==> config.mk <==
export PLATFORM = sky130hd
export DESIGN_NAME = selector_demux_parametrised
export DESIGN_NICKNAME = d
export VERILOG_FILES = /design/src/rtl/demux_slot.sv /design/src/rtl/selector_demux_parametrised.sv
export SDC_FILE = /design/constraint.sdc
export NUM_CORES = 1
export LEC_CHECK = 0
export CAP_MARGIN = 5
export CORE_MARGIN = 1
export CORE_UTILIZATION = 51
export CTS_BUF_LIST = sky130_fd_sc_hd__clkbuf_8
export DETAILED_ROUTE_END_ITERATION = 10
export PLACE_DENSITY = 0.87
export SYNTH_ARGS = -nofsm -noshare
export SYNTH_HDL_FRONTEND = slang
export SYNTH_SLANG_ARGS = --single-unit
==> constraint.sdc <==
create_clock -name clk -period 5 [get_ports clk]
set_input_delay 0.75 -clock clk [delete_from_list [all_inputs] [get_ports clk]]
set_output_delay 0.75 -clock clk [all_outputs]
set_load 0.02 [all_outputs]
==> src/rtl/demux_slot.sv <==
// Single-entry holding slot for one demux output channel.
// Holds one word from load until it is drained; a drain and a load in the same cycle keep it full.
module demux_slot #(
  parameter int unsigned in_size = 2
) (
  input  logic               clk,
  input  logic               rst_n,
  input  logic               load,
  input  logic [in_size-1:0] load_data,
  input  logic               drain,
  output logic               full,
  output logic [in_size-1:0] data
);

  typedef enum logic {
    StEmpty,
    StFull
  } slot_state_e;

  slot_state_e        state_q;
  logic [in_size-1:0] data_q;

  always_ff @(posedge clk or negedge rst_n) begin
    if (!rst_n) begin
      state_q <= StEmpty;
      data_q  <= '0;
    end else if (load) begin
      state_q <= StFull;
      data_q  <= load_data;
    end else if (state_q == StFull && drain) begin
      // Data is left in place after draining; only the state changes.
      state_q <= StEmpty;
    end
  end

  assign full = (state_q == StFull);
  assign data = data_q;

endmodule

==> src/rtl/selector_demux_parametrised.sv <==
// One-hot selected demultiplexer with a single-entry slot per output channel.
// Words with an illegal (not exactly one-hot) select are accepted, dropped and counted.
module selector_demux_parametrised #(
  parameter int unsigned in_size = 2,
  parameter int unsigned in_val  = 4
) (
  input  logic                       clk,
  input  logic                       rst_n,
  input  logic                       s_valid,
  output logic                       s_ready,
  input  logic [in_size-1:0]         s_data,
  input  logic [in_val-1:0]          s_sel,
  output logic [in_val-1:0]          m_valid,
  input  logic [in_val-1:0]          m_ready,
  output logic [in_size*in_val-1:0]  m_data,
  output logic                       err,
  output logic [7:0]                 err_cnt
);

  localparam int unsigned CntW = 8;

  logic [in_val-1:0] sel_minus_one;
  logic              sel_legal;
  logic [in_val-1:0] chan_ready;
  logic              accept;
  logic [in_val-1:0] load;

  logic              err_q;
  logic [CntW-1:0]   err_cnt_q;

  // Exactly one bit set: non-zero and clearing the lowest set bit leaves zero.
  always_comb begin
    sel_minus_one = s_sel - in_val'(1);
    sel_legal     = (s_sel != '0) && ((s_sel & sel_minus_one) == '0);
  end

  always_comb begin
    chan_ready = ~m_valid | m_ready;
    s_ready    = sel_legal ? |(s_sel & chan_ready) : 1'b1;
    accept     = s_valid & s_ready;
    load       = (accept && sel_legal) ? s_sel : '0;
  end

  for (genvar i = 0; i < in_val; i++) begin : g_slot
    demux_slot #(
      .in_size(in_size)
    ) u_slot (
      .clk      (clk),
      .rst_n    (rst_n),
      .load     (load[i]),
      .load_data(s_data),
      .drain    (m_ready[i]),
      .full     (m_valid[i]),
      .data     (m_data[i*in_size +: in_size])
    );
  end

  always_ff @(posedge clk or negedge rst_n) begin
    if (!rst_n) begin
      err_q     <= 1'b0;
      err_cnt_q <= '0;
    end else begin
      err_q <= accept & ~sel_legal;
      if (accept && !sel_legal && err_cnt_q != '1) begin
        err_cnt_q <= err_cnt_q + CntW'(1);
      end
    end
  end

  assign err     = err_q;
  assign err_cnt = err_cnt_q;

endmodule

### After elaboration in Yosys (flattened, before gate mapping)

Cells that the tools add are included.

| storage, ports and cells | value |
|---|---|
| memory bits (read-only) | 0 |
| logic and storage cells | 46 |
| register bits after elaboration | 21 |
| output and inout bits | 22 |
| RAM bits | 0 |
| latch bits | 0 |
| input bits | 13 |
| memories kept | 0 |

| operators by class | value |
|---|---|
| add/subtract/negate cells | 2 |
| eq/ne operators | 1 |
| $lt $le $gt $ge | 0 |
| shifts and indexed selects | 0 |
| multiply operators | 0 |
| muxes and demuxes | 10 |
| divide/modulo/power cells | 0 |
| reduce and logical (&&, ||, !) cells | 16 |
| bitwise logic cells | 7 |

Operators with widths:

| operator | count |
|---|---|
| $mux 1 | 9 |
| $add 8x1->8 const B | 1 |
| $and 4x4->4 | 2 |
| $logic_and 1x1->1 | 8 |
| $ne 8x8->1 const B | 1 |
| $reduce_bool 2->1 | 4 |
| $logic_not 4->1 | 1 |
| $mux 4 | 1 |
| $not 4->4 | 1 |
| $or 4x4->4 | 1 |
| $reduce_bool 4->1 | 1 |
| $reduce_or 4->1 | 1 |
| $sub 4x1->4 const B | 1 |
| $and 1x1->1 | 2 |
| $logic_not 1->1 | 1 |
| $not 1->1 | 1 |

### Longest topological paths before layout

Gate-level depths: netlist of run 1.

| depth | value |
|---|---|
| word-level depth | 9 |
| gate-level depth with buffers | 5 |

### Modules after synthesis

A second synthesis of run 1 with hierarchy kept.

| second synthesis, totals | value |
|---|---|
| cells, all modules | 85 |
| area, all modules | 1021.0 µm² |

By module, submodules not included:

| module | sequential area each (µm²) | instances | area each (µm²) | cells an instance |
|---|---|---|---|---|
| selector_demux_parametrised | 225.2 | 1 | 580.6 | 57 |
| demux_slot | 75.1 | 4 | 110.1 | 7 |

### Least setup slack after synthesis of run 1

Ideal clock, no wire load.

| timing | value |
|---|---|
| path kind | input-to-output |
| start point | input s_sel[1] |
| end point | output s_ready |
| arrival | 1.615 ns |
| buffers on the path | 0 |
| setup slack | 2.635 ns |
| stages | 3 |
| required time | 4.250 ns |
| path through | nor4b_2 > a211oi_2 > nand3b_1 |

| on the way | value |
|---|---|
| word-level cells in the longest chain between the ends | 5 |

Ends and longest elaborated chain:

| what | RTL line | text |
|---|---|---|
| from (decl) | selector_demux_parametrised.sv:12 | `input logic [in_val-1:0] s_sel,` |
| $sub 4x1->4 | selector_demux_parametrised.sv:33 | `sel_minus_one = s_sel - in_val'(1);` |
| $and 4x4->4 | selector_demux_parametrised.sv:34 | `sel_legal = (s_sel != '0) && ((s_sel & sel_minus_one) == '0);` |
| $logic_not 4->1 | selector_demux_parametrised.sv:34 |  |
| $logic_and 1x1->1 | selector_demux_parametrised.sv:34 |  |
| $mux 1 * | selector_demux_parametrised.sv:39 | `s_ready = sel_legal ? \|(s_sel & chan_ready) : 1'b1;` |
| to (decl) | selector_demux_parametrised.sv:10 | `output logic s_ready,` |

Every way passes the cells marked *; elsewhere a longest branch is shown, timed or not.

### Final worst setup path of run 1

| timing | value |
|---|---|
| start point | input s_sel[3] |
| end point | output s_ready |

The elaborated chain is that of the path after synthesis.

==> results of run 1 <==
[cell type report]
type	instances	share of cell area [%]
Multi-Input combinational cell	58	34.5
Clock buffer	3	2.81
Sequential cell	21	35.7
Timing Repair Buffer	34	23.1
Inverter	5	1.28
Tap cell	27	2.30
Clock inverter	1	0.255
[through the flow]
stage	power [mW]	cell area, sq um	hold slack [ns]	setup WS [ns]
after global routing	0.666	1470	0.523	1.37
after CTS	0.640	1470	0.514	1.47
after detailed placement	0.531	1430	0.498	1.48
after floorplan	0.399	1080	0.454	2.63
final	0.635	1470	0.510	1.46
after global placement	0.523	1430	0.486	1.56
[logic make-up after synthesis]
logic type	count (synthesis)
AO/OA/AOI/OAI	15
XOR/XNOR	6
adder cells (fa/ha/maj)	1
buffers and inverters	9
flip-flops	21
multiplexers	10
AND/OR/NAND/NOR	26
[placed cells by master (no fill, tap or decap), types with 2 or more instances in the layout]
master,instances
a211oi_2,5
a21o_1,4
a22oi_1,2
and3_1,2
and3b_2,2
clkbuf_8,3
clkdlybuf4s50_1,34
dfrtp_1,21
inv_1,6
mux2_2,8
nand2_1,6
nand2b_1,4
nor4b_2,2
xor2_1,6
[routing by layer]
metal / track usage [%] / wire, microns / vias to the layer above
li1: - / - / 376
met1: 27.1 / 973 / 371
met2: 34.9 / 1110 / 22
met3: 4.53 / 85 / 2
met4: 6.67 / 11 / 0
met5: 0 / 0 / -
[flip-flops by register name (all words and copies together) (netlist names)]
register and count:
err 1, err_cnt 8, g_slot.u_slot.data 8, g_slot.u_slot.full 4
[final timing paths]
path                                                 end
worst max-delay path                             s_ready
worst min-delay path            g_slot[3].u_slot.data[1]
worst max register to register                err_cnt[1]
worst min register to register  g_slot[3].u_slot.data[1]
max in group asynchronous       g_slot[1].u_slot.data[1]
min in group asynchronous                     err_cnt[3]
[power breakdown]
| part | switching, mW | internal (mW) | leakage, nW |
|---|---|---|---|
| clock network | 0.0527 | 0.0547 | 0.0269 |
| logic | 0.126 | 0.140 | 0.368 |
| registers | 0.0419 | 0.219 | 0.263 |
==> reports/qor.yml, run 1 <==
flow_run:
  maxCapViolations: 0
placed_design:
  placed_cells: 145
  hpwl_microns: 1660
  io_buffer_count: 34
  place.gp.congestion: 0.678
sta:
  drv_slew: 0
  fin_skew_ns: 0.00863
  rsz0062_at_grt: "no"
  tns_ns: 0
  max_freq_ghz: 0.283
  worst_slew_pin_slew_ns: 0.909
  max-slew-margin-rel_pct: 39.2
  fin_crit_ns: 3.54
  fin_crit_sh_pct: 70.7
  setup_violations: 0
  hold_viol: 0
finish:
  final-seq-area_sq_um: 526
  multi_input_area_sq_um: 508
  fillers: 133
  fin_cells: 149
  num_antenna_cells: 0
  area_growth_pct: 36.0
  finalNetCount: 137
  post-route-util_pct: 74.2
  drive_gt1_share_pct: 19.7
power:
  peakVddDrop_mv: 0.348
  p_per_area_nw_per_um2: 431
  p_leak_nw: 0.658
logic_synthesis:
  synthArstFlopShare_pct: 100
  yosysMostFrequentCell: "dfrtp_1"
  synth_top_family_by_area: "simple AND/OR/NAND/NOR gates"
  ys_seq_area_share_pct: 48.6
  synth_compound_area_share_pct: 14.0
  synth_ff_type: "dfrtp_1"
  synthAdderAreaFrac_pct: 1.16
  yosys_warnings: 0
  synth_top_area_share_pct: 48.6
  yosys_register_bits: 21
  synth_cells: 88
  synth_commonest_cells: "dfrtp_1, mux2_2, nand2_1, xor2_1"
  synth_nets: 102
  synth_edf_count: 0
  synth_area_sq_um: 1080
  synth_area_leader_cell: "dfrtp_1"
  syn_area_per_cell_sq_um: 12.3
  synth-xor-area-share_pct: 4.86
  ys_types: 30
  yosys-mux-area-fraction_pct: 10.8
  synth_area_leaders: "dfrtp_1, mux2_2, a211oi_2"
  synth-simple-area-share_pct: 16.2
clocking:
  numCtsBuffers: 3
  clk_pin_slew_ns: 0.07
  cts_hold_buffers: 0
  cts_tree: "built"
  cts_buffer_depth: 2
  cts_root_buf: "clkbuf_8"
  cts_resized: 0
  cts_sinks: 21
  h-tree-depth: 1
  post-cts-setup-buffers: 0
  clk_latency_ns: 0.26
setup_path:
  critPathKind: "input port to output pin"
  crit_path_end_kind: "output pin"
  critPathArrivalTime_ns: 2.79
  cpPeakStageDelay_ns: 0.61
  crit_required_ns: 4.25
  startpoint_type: "input port"
  reg2reg_slack_ns: 3.13
  path_cells: "clkdlybuf4s50_1 > xor2_1 > a211oi_2 > nand3b_1 > clkdlybuf4s50_1"
  critical_path.slowest_cell: "clkdlybuf4s50_1"
  worstPathMaxFanout: 5
  cp_num_buf_inv: 2
  rr_worst_depth: 5
  timing.rr.start: "err_cnt[0]"
  crit_family: "buffers and inverters"
  critPathLaunch: "s_sel[3]"
  path_common_cell: "clkdlybuf4s50_1"
  cp_num_cells: 5
floorplan:
  design.die.area_sq_um: 2310
  die_y_microns: 48.1
  coreArea_sq_um: 1980
  fp.dieW_microns: 48.1
  start_util_pct: 54.6
  fp-row-count: 16
  io_pins: 35
global_routing:
  grt_pass1_vias: 701
  grt_usage_pct: 20.9
  grt_max_degree: 22
  grt_pass1_wl_microns: 3200
  gr-total-overflow: 0
  antenna_found_initial: 0
min_path:
  hold_depth: 1
  hp-class: "register to register"
  hp-start: "g_slot[3].u_slot.data[1]"
detailed_routing:
  drtPass1Iterations: 4
  routed-via-count: 771
  wl_per_cell_microns: 14.7
  viasPerCell: 5.17
  drc: 0
  ant_nets: 0
  wirelength_microns: 2180
  drt_iter0_markers: 18
status:
  status: "completed"
Power figures use the tool's default switching activity.
==> run 2: changes to the inputs <==
--- a/config.mk
+++ b/config.mk
@@ -7,10 +7,10 @@
 export LEC_CHECK = 0
 export CAP_MARGIN = 5
 export CORE_MARGIN = 1
-export CORE_UTILIZATION = 51
+export CORE_UTILIZATION = 47
 export CTS_BUF_LIST = sky130_fd_sc_hd__clkbuf_8
 export DETAILED_ROUTE_END_ITERATION = 10
-export PLACE_DENSITY = 0.87
+export PLACE_DENSITY = 0.81
 export SYNTH_ARGS = -nofsm -noshare
 export SYNTH_HDL_FRONTEND = slang
 export SYNTH_SLANG_ARGS = --single-unit
==> constraint.sdc (replaced) <==
create_clock -name clk -period 3.6 [get_ports clk]
set_input_delay 0.54 -clock clk [delete_from_list [all_inputs] [get_ports clk]]
set_output_delay 0.54 -clock clk [all_outputs]
set_load 0.02 [all_outputs]
==> run 2 against run 1 <==
Critical path depth stayed put. Sequential share of layout area barely moved. First-iteration DRC count decreased by 44%. Core utilization down 7.0 points. Setup slack got worse by 0.92 ns. Count of clock-buffer cells in the layout stayed put. Total power up 38%. Sequential power increased by 39%. Final cell count up 0.67%. Clock skew fell by 0.0044 ns. Via count decreased by 0.39%. Routed wire length down 11%. Largest cell class unchanged.
==> reports/qor.yml, run 2 (synthesized netlist as in run 1, its figures left out) <==
sta:
  fin_skew_ns: 0.00421
  hold_viol: 0
  tns_ns: 0
  worst_slew_pin_slew_ns: 0.873
  setup_violations: 0
  drv_slew: 0
  max_freq_ghz: 0.327
  fin_crit_ns: 3.06
  rsz0062_at_grt: "no"
  fin_ws_ns: 0.542
  max-slew-margin-rel_pct: 41.6
  fin_crit_sh_pct: 84.9
detailed_routing:
  routed-via-count: 768
  drtPass1Iterations: 3
  drc: 0
  viasPerCell: 5.12
  ant_nets: 0
  wl_per_cell_microns: 13.0
  drt_iter0_markers: 10
  wirelength_microns: 1940
global_routing:
  gr-total-overflow: 0
  grt_pass1_vias: 795
  grt_usage_pct: 17.8
  grt_max_degree: 22
  grt_pass1_wl_microns: 3390
  antenna_found_initial: 0
setup_path:
  crit_required_ns: 3.06
  path_common_cell: "clkdlybuf4s50_1"
  critical_path.slowest_cell: "clkdlybuf4s50_1"
  critPathKind: "input port to output pin"
  worstPathMaxFanout: 5
  startpoint_type: "input port"
  path_cells: "clkdlybuf4s50_1 > xor2_1 > a211oi_2 > nand3b_1 > clkdlybuf4s50_1"
  crit_path_end_kind: "output pin"
  critPathArrivalTime_ns: 2.52
  cpPeakStageDelay_ns: 0.60
clocking:
  cts_buffer_depth: 2
  clk_latency_ns: 0.25
  cts_resized: 0
  cts_root_buf: "clkbuf_8"
  post-cts-setup-buffers: 0
  h-tree-depth: 1
  numCtsBuffers: 3
  cts_hold_buffers: 0
  cts_tree: "built"
  cts_sinks: 21
  clk_pin_slew_ns: 0.07
finish:
  finalNetCount: 137
  num_antenna_cells: 0
  fin_cells: 150
  area_growth_pct: 36.1
  drive_gt1_share_pct: 19.7
  final_cell_mix: "clkdlybuf4s50_1, dfrtp_1, mux2_2"
  final_common_cell: "clkdlybuf4s50_1"
placed_design:
  io_buffer_count: 34
  place.gp.congestion: 0.838
  place_ws_ns: 0.518
  placed_cells: 146
  hpwl_microns: 1500
power:
  p_per_area_nw_per_um2: 593
  power_mw: 0.874
  peakVddDrop_mv: 0.413
  p_leak_nw: 0.658
floorplan:
  design.die.area_sq_um: 2500
  die_y_microns: 50.0
  fp.dieW_microns: 50.0
  coreArea_sq_um: 2190
  io_pins: 35
  fp-row-count: 17
  start_util_pct: 49.4
min_path:
  hp-class: "register to register"
flow_run:
  maxCapViolations: 0
status:
  status: "completed"
[run 2: cell counts in the layout (fill, tap and decap cells not counted)]
Identical to the previous run, type by type.
[run 2: worst paths after layout]
| check | startpoint | endpoint | slack (ns) | depth (start not counted) |
|---|---|---|---|---|
| max in group asynchronous | rst_n | g_slot[0].u_slot.data[0] | 2.28 | 1 |
| worst max-delay path | s_sel[3] | s_ready | 0.54 | 5 |
| worst max register to register | err_cnt[0] | err_cnt[1] | 1.75 | 5 |
| worst min register to register | g_slot[1].u_slot.data[1] | g_slot[1].u_slot.data[1] | 0.51 | 1 |
| min in group asynchronous | rst_n | err_cnt[5] | 0.78 | 1 |
| worst min-delay path | g_slot[1].u_slot.data[1] | g_slot[1].u_slot.data[1] | 0.51 | 1 |
[run 2: through the flow]
step,instance area (sq um),util (%),hold WS (ns)
floorplan,1080,-,0.244
global placement,1430,65.2,0.487
detailed placement,1430,65.2,0.495
CTS,1470,67.2,0.511
global route,1470,67.2,0.532
finish,1470,67.2,0.508
[run 2: cell type report]
class,count,area [sq um]
sequential,21,526
tap,28,35.0
multi-input combinational,58,508
inverter,5,18.8
timing repair buffer,34,340
clock buffer,3,41.3
clock inverter,1,3.75
fill,178,718
[run 2: critical path: cells and delay by family]
kind            cells  cell delay, ns
compound gates      1            0.44
xor+xnor            1            0.17
buf+inv             2            1.20
simple gates        1            0.17
[run 2: routing by layer]
metal | track usage [%] | vias to the layer above | wire [microns]
met5 | 0 | - | 0
li1 | - | 376 | -
met1 | 23.0 | 367 | 892
met4 | 5.71 | 0 | 14
met3 | 3.40 | 2 | 88
met2 | 29.6 | 23 | 947
[run 2: power by group]
group	internal, mW	switching, mW	leakage, nW
Clock	0.0758	0.0706	0.0269
Combinational	0.194	0.172	0.368
Sequential	0.304	0.0573	0.263
==> run 3: changes to the inputs <==
--- a/config.mk
+++ b/config.mk
@@ -7,10 +7,10 @@
 export LEC_CHECK = 0
 export CAP_MARGIN = 5
 export CORE_MARGIN = 1
-export CORE_UTILIZATION = 47
+export CORE_UTILIZATION = 42
 export CTS_BUF_LIST = sky130_fd_sc_hd__clkbuf_8
 export DETAILED_ROUTE_END_ITERATION = 10
-export PLACE_DENSITY = 0.81
+export PLACE_DENSITY = 0.77
 export SYNTH_ARGS = -nofsm -noshare
 export SYNTH_HDL_FRONTEND = slang
 export SYNTH_SLANG_ARGS = --single-unit
==> constraint.sdc (replaced) <==
create_clock -name clk -period 2.5 [get_ports clk]
set_input_delay 0.375 -clock clk [delete_from_list [all_inputs] [get_ports clk]]
set_output_delay 0.375 -clock clk [all_outputs]
set_load 0.02 [all_outputs]
==> run 3 against run 2 <==
Die area rose by 11%. First-iteration DRC count rose by 60%. Sequential power grew 44%. Via count up 6.3%. Core utilization down 3.7 points. Final cell count rose by 7.3%. Clock skew shrank 0.0024 ns. Critical endpoint unchanged. Highest routed layer unchanged.
==> reports/qor.yml, run 3 (synthesized netlist as in run 1, its figures left out) <==
detailed_routing:
  wirelength_microns: 2120
  drc: 0
  routed-via-count: 816
  drtPass1Iterations: 4
  viasPerCell: 5.07
  ant_nets: 0
  drt_iter0_markers: 16
  wl_per_cell_microns: 13.1
global_routing:
  gr-total-overflow: 0
  grt_usage_pct: 16.1
  grt_max_degree: 22
  antenna_found_initial: 0
  grt_pass1_wl_microns: 3350
  grt_pass1_vias: 813
placed_design:
  place_ws_ns: 0.00202
  hpwl_microns: 1640
  place.gp.congestion: 0.758
  io_buffer_count: 34
floorplan:
  design.die.area_sq_um: 2780
  coreArea_sq_um: 2450
  die_y_microns: 52.8
  start_util_pct: 44.1
  fp.dieW_microns: 52.8
  io_pins: 35
  fp-row-count: 18
sta:
  fin_skew_ns: 0.00181
  drv_slew: 0
  hold_slack_ns: 0.459
  setup_violations: 0
  fin_ws_ns: 0.370
  fin_crit_ns: 2.13
  fin_crit_sh_pct: 85.2
  max_freq_ghz: 0.469
  worst_slew_pin_slew_ns: 0.404
  hold_viol: 0
  rsz0062_at_grt: "no"
  tns_ns: 0
  max-slew-margin-rel_pct: 72.9
finish:
  finalNetCount: 146
  final_common_cell: "clkdlybuf4s50_1"
  area_growth_pct: 44.2
  post-route-util_pct: 63.6
  num_antenna_cells: 0
  drive_gt1_share_pct: 25.2
  final_cell_mix: "clkdlybuf4s50_1, dfrtp_1, buf_4, mux2_2"
power:
  p_leak_nw: 0.716
  p_switching_mw: 0.434
  power_mw: 1.27
  p_sw_share_pct: 34.1
  p_per_area_nw_per_um2: 816
  p_comb_share_pct: 42.9
  clkPwrFrac_pct: 16.0
  peakVddDrop_mv: 0.605
  p_seq_share_pct: 41.1
  p_int_mw: 0.839
setup_path:
  critical_path.slowest_cell: "clkdlybuf4s50_1"
  startpoint_type: "input port"
  worstPathMaxFanout: 5
  critPathArrivalTime_ns: 1.76
  crit_path_end_kind: "output pin"
  path_cells: "clkdlybuf4s50_1 > nor4b_4 > a211oi_2 > nand3b_1 > dlymetal6s2s_1"
  cpPeakStageDelay_ns: 0.54
  cp_num_buf_inv: 2
  critPathKind: "input port to output pin"
  crit_family: "buffers and inverters"
  crit_required_ns: 2.12
clocking:
  cts_hold_buffers: 0
  cts_root_buf: "clkbuf_8"
  h-tree-depth: 1
  cts_sinks: 21
  cts_tree: "built"
  clk_pin_slew_ns: 0.07
  clk_latency_ns: 0.25
  cts_buffer_depth: 2
  numCtsBuffers: 3
status:
  status: "completed"
min_path:
  hp-class: "input port to async pin"
flow_run:
  maxCapViolations: 0
==> run 3: changes by cell type in the layout (fill, tap and decap cells not counted), sizes merged <==
cell	before	now
dlymetal6s2s	0	1
clkdlybuf4s50	34	31
dlygate4sd2	0	2
buf	0	9
==> run 3: layout make-up <==
cell class	instances	area, sq um
well taps	30	37.5
multi-input cells	58	526
repair buffers	43	408
flip-flops and latches	21	526
clock inverters	1	3.75
inverters	5	18.8
clock buffers	3	41.3
fillers	215	895
==> run 3: path summary, 6_finish.rpt <==
path,startpoint,to,slack [ns],cells after the start
min in group clk,g_slot[1].u_slot.data[1],g_slot[1].u_slot.data[1],0.51,1
worst max register to register,err_cnt[0],err_cnt[1],0.65,5
worst min register to register,g_slot[1].u_slot.data[1],g_slot[1].u_slot.data[1],0.51,1
worst min-delay path,rst_n,err_cnt[7],0.46,2
max in group asynchronous,rst_n,g_slot[2].u_slot.data[0],1.84,2
worst max-delay path,s_sel[1],s_ready,0.37,5
==> run 3: routing by layer <==
metal	vias to the layer above	GRT usage, %	routed length (microns)
li1	396	-	-
met1	387	20.3	948
met2	31	28.3	1020
met3	2	2.90	145
met4	0	3.95	5
met5	-	0	0
==> run 3: power groups by stage <==
stage / clock [mW] / combinational, mW / sequential, mW
after floorplan: 0 / 0.165 / 0.634
after global placement: 0 / 0.540 / 0.524
after detailed placement: 0 / 0.548 / 0.526
after CTS: 0.214 / 0.550 / 0.524
after global routing: 0.231 / 0.579 / 0.533
final: 0.204 / 0.546 / 0.523
==> run 3: worst register-to-register path, stage by stage, from the launching register on <==
cell,delay [ns]
dfrtp_1,0.41
ha_1,0.19
nand3_1,0.14
nor3_1,0.41
and2b_2,0.29
mux2_4,0.29
==> run 3: metrics by stage <==
| stage | instance area [sq um] | instances |
|---|---|---|
| after detailed placement | 1500 | 157 |
| after floorplan | 1080 | 88 |
| final | 1560 | 161 |
| after global placement | 1500 | 157 |
| after global routing | 1560 | 161 |
| after CTS | 1550 | 161 |
==> run 3: what timing repair did <==
item / in CTS / in global routing
setup endpoints to repair: 1 / 1
setup buffers: 0 / 0
resized for setup: 3 / 2
